## src/rtl/debounce_event_bank.sv

```systemverilog
// Multi-channel button/switch debouncer: sync, optional inversion, stable-time filter,
// rise/fall pulses and wrapping press counters. Define DEBOUNCE_AUTOREPEAT_EN for hold auto-repeat.
module debounce_event_bank #(
  parameter int                  CHANNELS      = 4,
  parameter int                  STABLE_CYCLES = 101,
  parameter int                  PRESS_W       = 8,
  parameter logic [CHANNELS-1:0] INVERT_MASK   = '0,
  parameter int                  REPEAT_DELAY  = 25000000,
  parameter int                  REPEAT_PERIOD = 5000000
) (
  input  logic                        clk,
  input  logic                        rst_n,
  input  logic [CHANNELS-1:0]         btn_in,
  input  logic                        clr_counts,
  output logic [CHANNELS-1:0]         level,
  output logic [CHANNELS-1:0]         rise,
  output logic [CHANNELS-1:0]         fall,
  output logic [CHANNELS*PRESS_W-1:0] press_count,
  output logic                        any_event
);

  localparam int              CNT_W    = $clog2(STABLE_CYCLES + 1);
  localparam logic [CNT_W-1:0] CNT_LAST = CNT_W'(STABLE_CYCLES - 1);

  if (CHANNELS < 1 || STABLE_CYCLES < 1 || PRESS_W < 1 ||
      REPEAT_DELAY < 1 || REPEAT_PERIOD < 1) begin : g_cfg_err
    $error("debounce_event_bank: invalid parameter value");
  end

  logic [CHANNELS-1:0] r_sync_p0;
  logic [CHANNELS-1:0] r_sync_p1;
  logic [CHANNELS-1:0] r_rise;
  logic [CHANNELS-1:0] r_fall;
  logic                r_any;
  logic [CHANNELS-1:0] w_rise_nxt;
  logic [CHANNELS-1:0] w_fall_nxt;

  // Stage p0/p1: two-flop synchroniser on the (optionally inverted) raw pins
  always_ff @(posedge clk or negedge rst_n) begin
    if (!rst_n) begin
      r_sync_p0 <= '0;
      r_sync_p1 <= '0;
    end else begin
      r_sync_p0 <= btn_in ^ INVERT_MASK;
      r_sync_p1 <= r_sync_p0;
    end
  end

  for (genvar g = 0; g < CHANNELS; g++) begin : g_ch
    logic [CNT_W-1:0]   r_cnt;
    logic               r_lvl;
    logic [PRESS_W-1:0] r_pc;
    logic               w_diff;
    logic               w_acc;
    logic               w_rep;

    assign w_diff = r_sync_p1[g] ^ r_lvl;
    assign w_acc  = w_diff && (r_cnt == CNT_LAST);

    // Stage p2: stable-time filter; any sample matching the level restarts qualification
    always_ff @(posedge clk or negedge rst_n) begin
      if (!rst_n) begin
        r_cnt <= '0;
        r_lvl <= 1'b0;
      end else if (!w_diff) begin
        r_cnt <= '0;
      end else if (w_acc) begin
        r_cnt <= '0;
        r_lvl <= r_sync_p1[g];
      end else begin
        r_cnt <= r_cnt + 1'b1;
      end
    end

`ifdef DEBOUNCE_AUTOREPEAT_EN
    localparam int HOLD_MAX = (REPEAT_DELAY > REPEAT_PERIOD) ? REPEAT_DELAY : REPEAT_PERIOD;
    localparam int HOLD_W   = $clog2(HOLD_MAX + 1);
    localparam logic [HOLD_W-1:0] DLY_LAST = HOLD_W'(REPEAT_DELAY - 1);
    localparam logic [HOLD_W-1:0] PER_LAST = HOLD_W'(REPEAT_PERIOD - 1);

    logic [HOLD_W-1:0] r_hold;
    logic              r_rep_phase;

    // A pending fall acceptance takes priority over a repeat on the same edge
    assign w_rep = r_lvl && !w_acc && (r_hold == (r_rep_phase ? PER_LAST : DLY_LAST));

    always_ff @(posedge clk or negedge rst_n) begin
      if (!rst_n) begin
        r_hold      <= '0;
        r_rep_phase <= 1'b0;
      end else if (w_acc || !r_lvl) begin
        r_hold      <= '0;
        r_rep_phase <= 1'b0;
      end else if (w_rep) begin
        r_hold      <= '0;
        r_rep_phase <= 1'b1;
      end else begin
        r_hold <= r_hold + 1'b1;
      end
    end
`else
    assign w_rep = 1'b0;
`endif

    assign w_rise_nxt[g] = (w_acc & r_sync_p1[g]) | w_rep;
    assign w_fall_nxt[g] = w_acc & ~r_sync_p1[g];

    // Counter follows the registered rise, so a clear in the pulse cycle wins
    always_ff @(posedge clk or negedge rst_n) begin
      if (!rst_n) begin
        r_pc <= '0;
      end else if (clr_counts) begin
        r_pc <= '0;
      end else if (r_rise[g]) begin
        r_pc <= r_pc + 1'b1;
      end
    end

    assign level[g]                          = r_lvl;
    assign press_count[g*PRESS_W +: PRESS_W] = r_pc;
  end

  // Stage p3: registered event pulses
  always_ff @(posedge clk or negedge rst_n) begin
    if (!rst_n) begin
      r_rise <= '0;
      r_fall <= '0;
      r_any  <= 1'b0;
    end else begin
      r_rise <= w_rise_nxt;
      r_fall <= w_fall_nxt;
      r_any  <= |(w_rise_nxt | w_fall_nxt);
    end
  end

  assign rise      = r_rise;
  assign fall      = r_fall;
  assign any_event = r_any;

endmodule

```

## config.mk

```make
export PLATFORM = sky130hd
export DESIGN_NAME = debounce_event_bank
export DESIGN_NICKNAME = d
export VERILOG_FILES = /design/src/rtl/debounce_event_bank.sv
export SDC_FILE = /design/constraint.sdc
export NUM_CORES = 1
export LEC_CHECK = 0
export BUFFER_PORTS_ARGS = -buffer_cell sky130_fd_sc_hd__buf_2
export CORE_MARGIN = 2
export CORE_UTILIZATION = 40
export DETAILED_ROUTE_END_ITERATION = 12
export PLACE_DENSITY = 0.59
export SLEW_MARGIN = 20
export SYNTH_ARGS = -nofsm -noshare
export SYNTH_HDL_FRONTEND = slang
export SYNTH_SLANG_ARGS = --single-unit
```

## constraint.sdc

```tcl
create_clock -name clk -period 2 [get_ports clk]
set_clock_uncertainty 0.15 [all_clocks]
set_input_delay 0.1 -clock clk [delete_from_list [all_inputs] [get_ports clk]]
set_output_delay 0.1 -clock clk [all_outputs]
set_load 0.01 [all_outputs]
```

==> flow_summary.toml <==
[outcome]
status = "complete, no violations"

[clock_network]
cts_buffer_depth = 2
cts_buffers = 9
clk_latency_ps = 340
htree_levels = 3
clock-sinks = 81
clk_pin_slew_ps = 80
cts_tree = "yes"
cts_root_buf = "clkbuf_8"
ctsHoldBuffers = 5
cts_resized = 0
cts_setup_buffers = 0

[run]
drv_cap = 0

[place]
portBuffers = 51
post_dp_cell_area_um2 = 3920
dp_hpwl_um = 4660
gp_congestion = 0.792

[cells_and_area]
fin_area_um2 = 4170
syn_to_final_growth_pct = 16.5
nFillCells = 829
layout-drive-gt1-share_pct = 19.7
n_antenna_cell = 0
fin_util_pct = 48.0
nNetsFinal = 405

[pwr]
power.total_uw = 2980
vdd_drop_max_v = 0.000250
power_leakage_uw = 0.00201
p_seq_share_pct = 56.5
swShare_pct = 21.5
pwr_density_cell_nw_per_um2 = 716
pwr-share-clk_pct = 39.5
combPwrFrac_pct = 3.9
switching_power_uw = 642
p_int_uw = 2340

[yosys]
yosysWarnings = 0
synthTopCellsByCount = "dfrtp_1 (81), nor2_1 (37), xor2_1 (24), a21oi_1 (20), o21ai_0 (20)"
netlist_instances = 327
synth.top_cell.area_share_pct = 56.7
synth_top_flop_cell = "dfrtp_1"
yosysUniqueCellTypes = 32
syn_area_per_cell_um2 = 10.9
synth-seq-cells = 81
synth.cell_area_um2 = 3580
synth-async-reset-ratio_pct = 100
syn_nets = 346
synth_edf_count = 0
yosys-top-cells-area = "dfrtp_1 (57%), xor2_1 (5.9%), ha_1 (4.2%)"
seq_area_frac_synth_pct = 56.7
yosysTopAreaCell = "dfrtp_1"
synth.most_common_cell = "dfrtp_1"

[worst_setup_path]
crit_required_ps = 2080
startpoint = "g_ch[1].r_cnt[0]"
endpoint_kind = "flip-flop"
crit_family = "flip-flops"
path_cells = "inv_1 > ha_1 > and4b_1 > nand2_1 > mux2_2"
max_stage_delay_ps = 390
crit_path_start_kind = "flip-flop"
cp_slowest_cell = "dfrtp_1"
path_class = "reg -> reg"
worst-path-buf-inv = 1
rr_startpoint = "g_ch[1].r_cnt[0]"
critPathArrivalTime_ps = 1670
crit_path_max_fanout = 4

[routing]
via_per_inst = 5.01
vias = 2496
drtIter0Drc = 85
drcViolationCount = 0
wl_um = 6500
ant_nets = 0
wl_per_cell_um = 13.1
dr.pass1.iters = 4

[hold_path]
hold_path_class = "in -> async"

[timing]
finalHoldViolCount = 0
max_clock_freq_mhz = 628
worst_slew_pin_slew_ps = 584
timing.final.crit_share_pct = 79.6
fin_setup_tns_ps = 0
rsz0062_at_grt = "false"
period_needed_ps = 1590
finalSetupViolCount = 0
drv_slew = 0
slew_headroom_pct = 61.1

[global_routing]
grt_usage_pct = 14.6
grt_pass1_vias = 2430
grt_first_pass_wirelength_um = 11400
grt.overflow.total = 0
grt_max_degree = 35
antenna_found_initial = 0

[floorplan]
die_h_um = 98.6
start_util_pct = 41.2
die_area_um2 = 9720
die_w_um = 98.6
rows = 34
io_pins = 52
core-area_um2 = 8680
through the flow:
step | setup slack (ps) | hold slack [ps] | instances
floorplan | 502 | -346 | 327
global placement | 456 | -69.5 | 478
detailed placement | 411 | -72.7 | 478
CTS | 405 | 94.9 | 498
global route | 321 | 131 | 498
finish | 409 | 91.8 | 498
power by group through the flow:
stage,clock network [µW],logic [µW],registers [µW]
floorplan,0,56.4,1720
global placement,0,115,1720
detailed placement,0,115,1720
CTS,1220,123,1690
global route,1300,140,1690
finish,1180,117,1690
path summary, 6_finish.rpt:
check	endpoint	slack (ps)	cells past startpoint
hold / removal	fall[0]	90	2
max in group asynchronous	r_sync_p1[1]	870	3
setup reg to reg	g_ch[1].r_lvl	410	5
hold reg to reg	r_sync_p1[1]	200	0
min in group clk	g_ch[0].r_pc[0]	100	2
setup / recovery	g_ch[1].r_lvl	410	5
flip-flops by register name, indices dropped and copies added (netlist names):
register / flops
rise: 4
g_ch.r_pc: 32
g_ch.r_cnt: 28
r_sync_p1: 4
fall: 4
any_event: 1
g_ch.r_lvl: 4
r_sync_p0: 4
area by class of cell:
type,instances,area (µm²),area share [%]
multi-input combinational,224,1440,34.5
timing repair buffer,59,330,7.92
inverter,11,41.3,0.990
sequential,81,2030,48.6
tap,108,135,3.24
clock inverter,3,40.0,0.960
clock buffer,12,155,3.72
layout by cell type (no fill, tap or decap), drive strengths merged, types with 2 or more instances in the layout:
cell and n:
inv 11, nand3 19, xor2 24, a21oi 20
xnor2 8, ha 12, o21ai 21, a21bo 3
nand2 19, clkinv 2, or3 19, nor2 37
clkbuf 12, o31ai 2, mux2i 4, and3 3
buf 54, and4b 3, dlygate4sd3 5, mux2 3
nand4 12, nor2b 3, dfrtp 81, nor3b 7
logic make-up after synthesis:
logic type / Yosys count / share of synthesized area [%]
xor gates and xnor gates: 32 / 7.83
AOI/OAI and AO/OA: 46 / 7.00
DFF: 81 / 56.7
muxes: 7 / 2.06
adders and majority gates: 12 / 4.20
buffers and inverters: 22 / 3.08
and+or+nand+nor: 127 / 19.2
routing by layer:
layer | track usage (%) | wire [µm] | up-vias
met5 | 0 | 0 | -
met4 | 6.85 | 93 | 0
met3 | 2.84 | 287 | 6
met2 | 22.8 | 3000 | 53
met1 | 19.7 | 3120 | 1193
li1 | - | - | 1244
(Power assumes the default switching activity.)
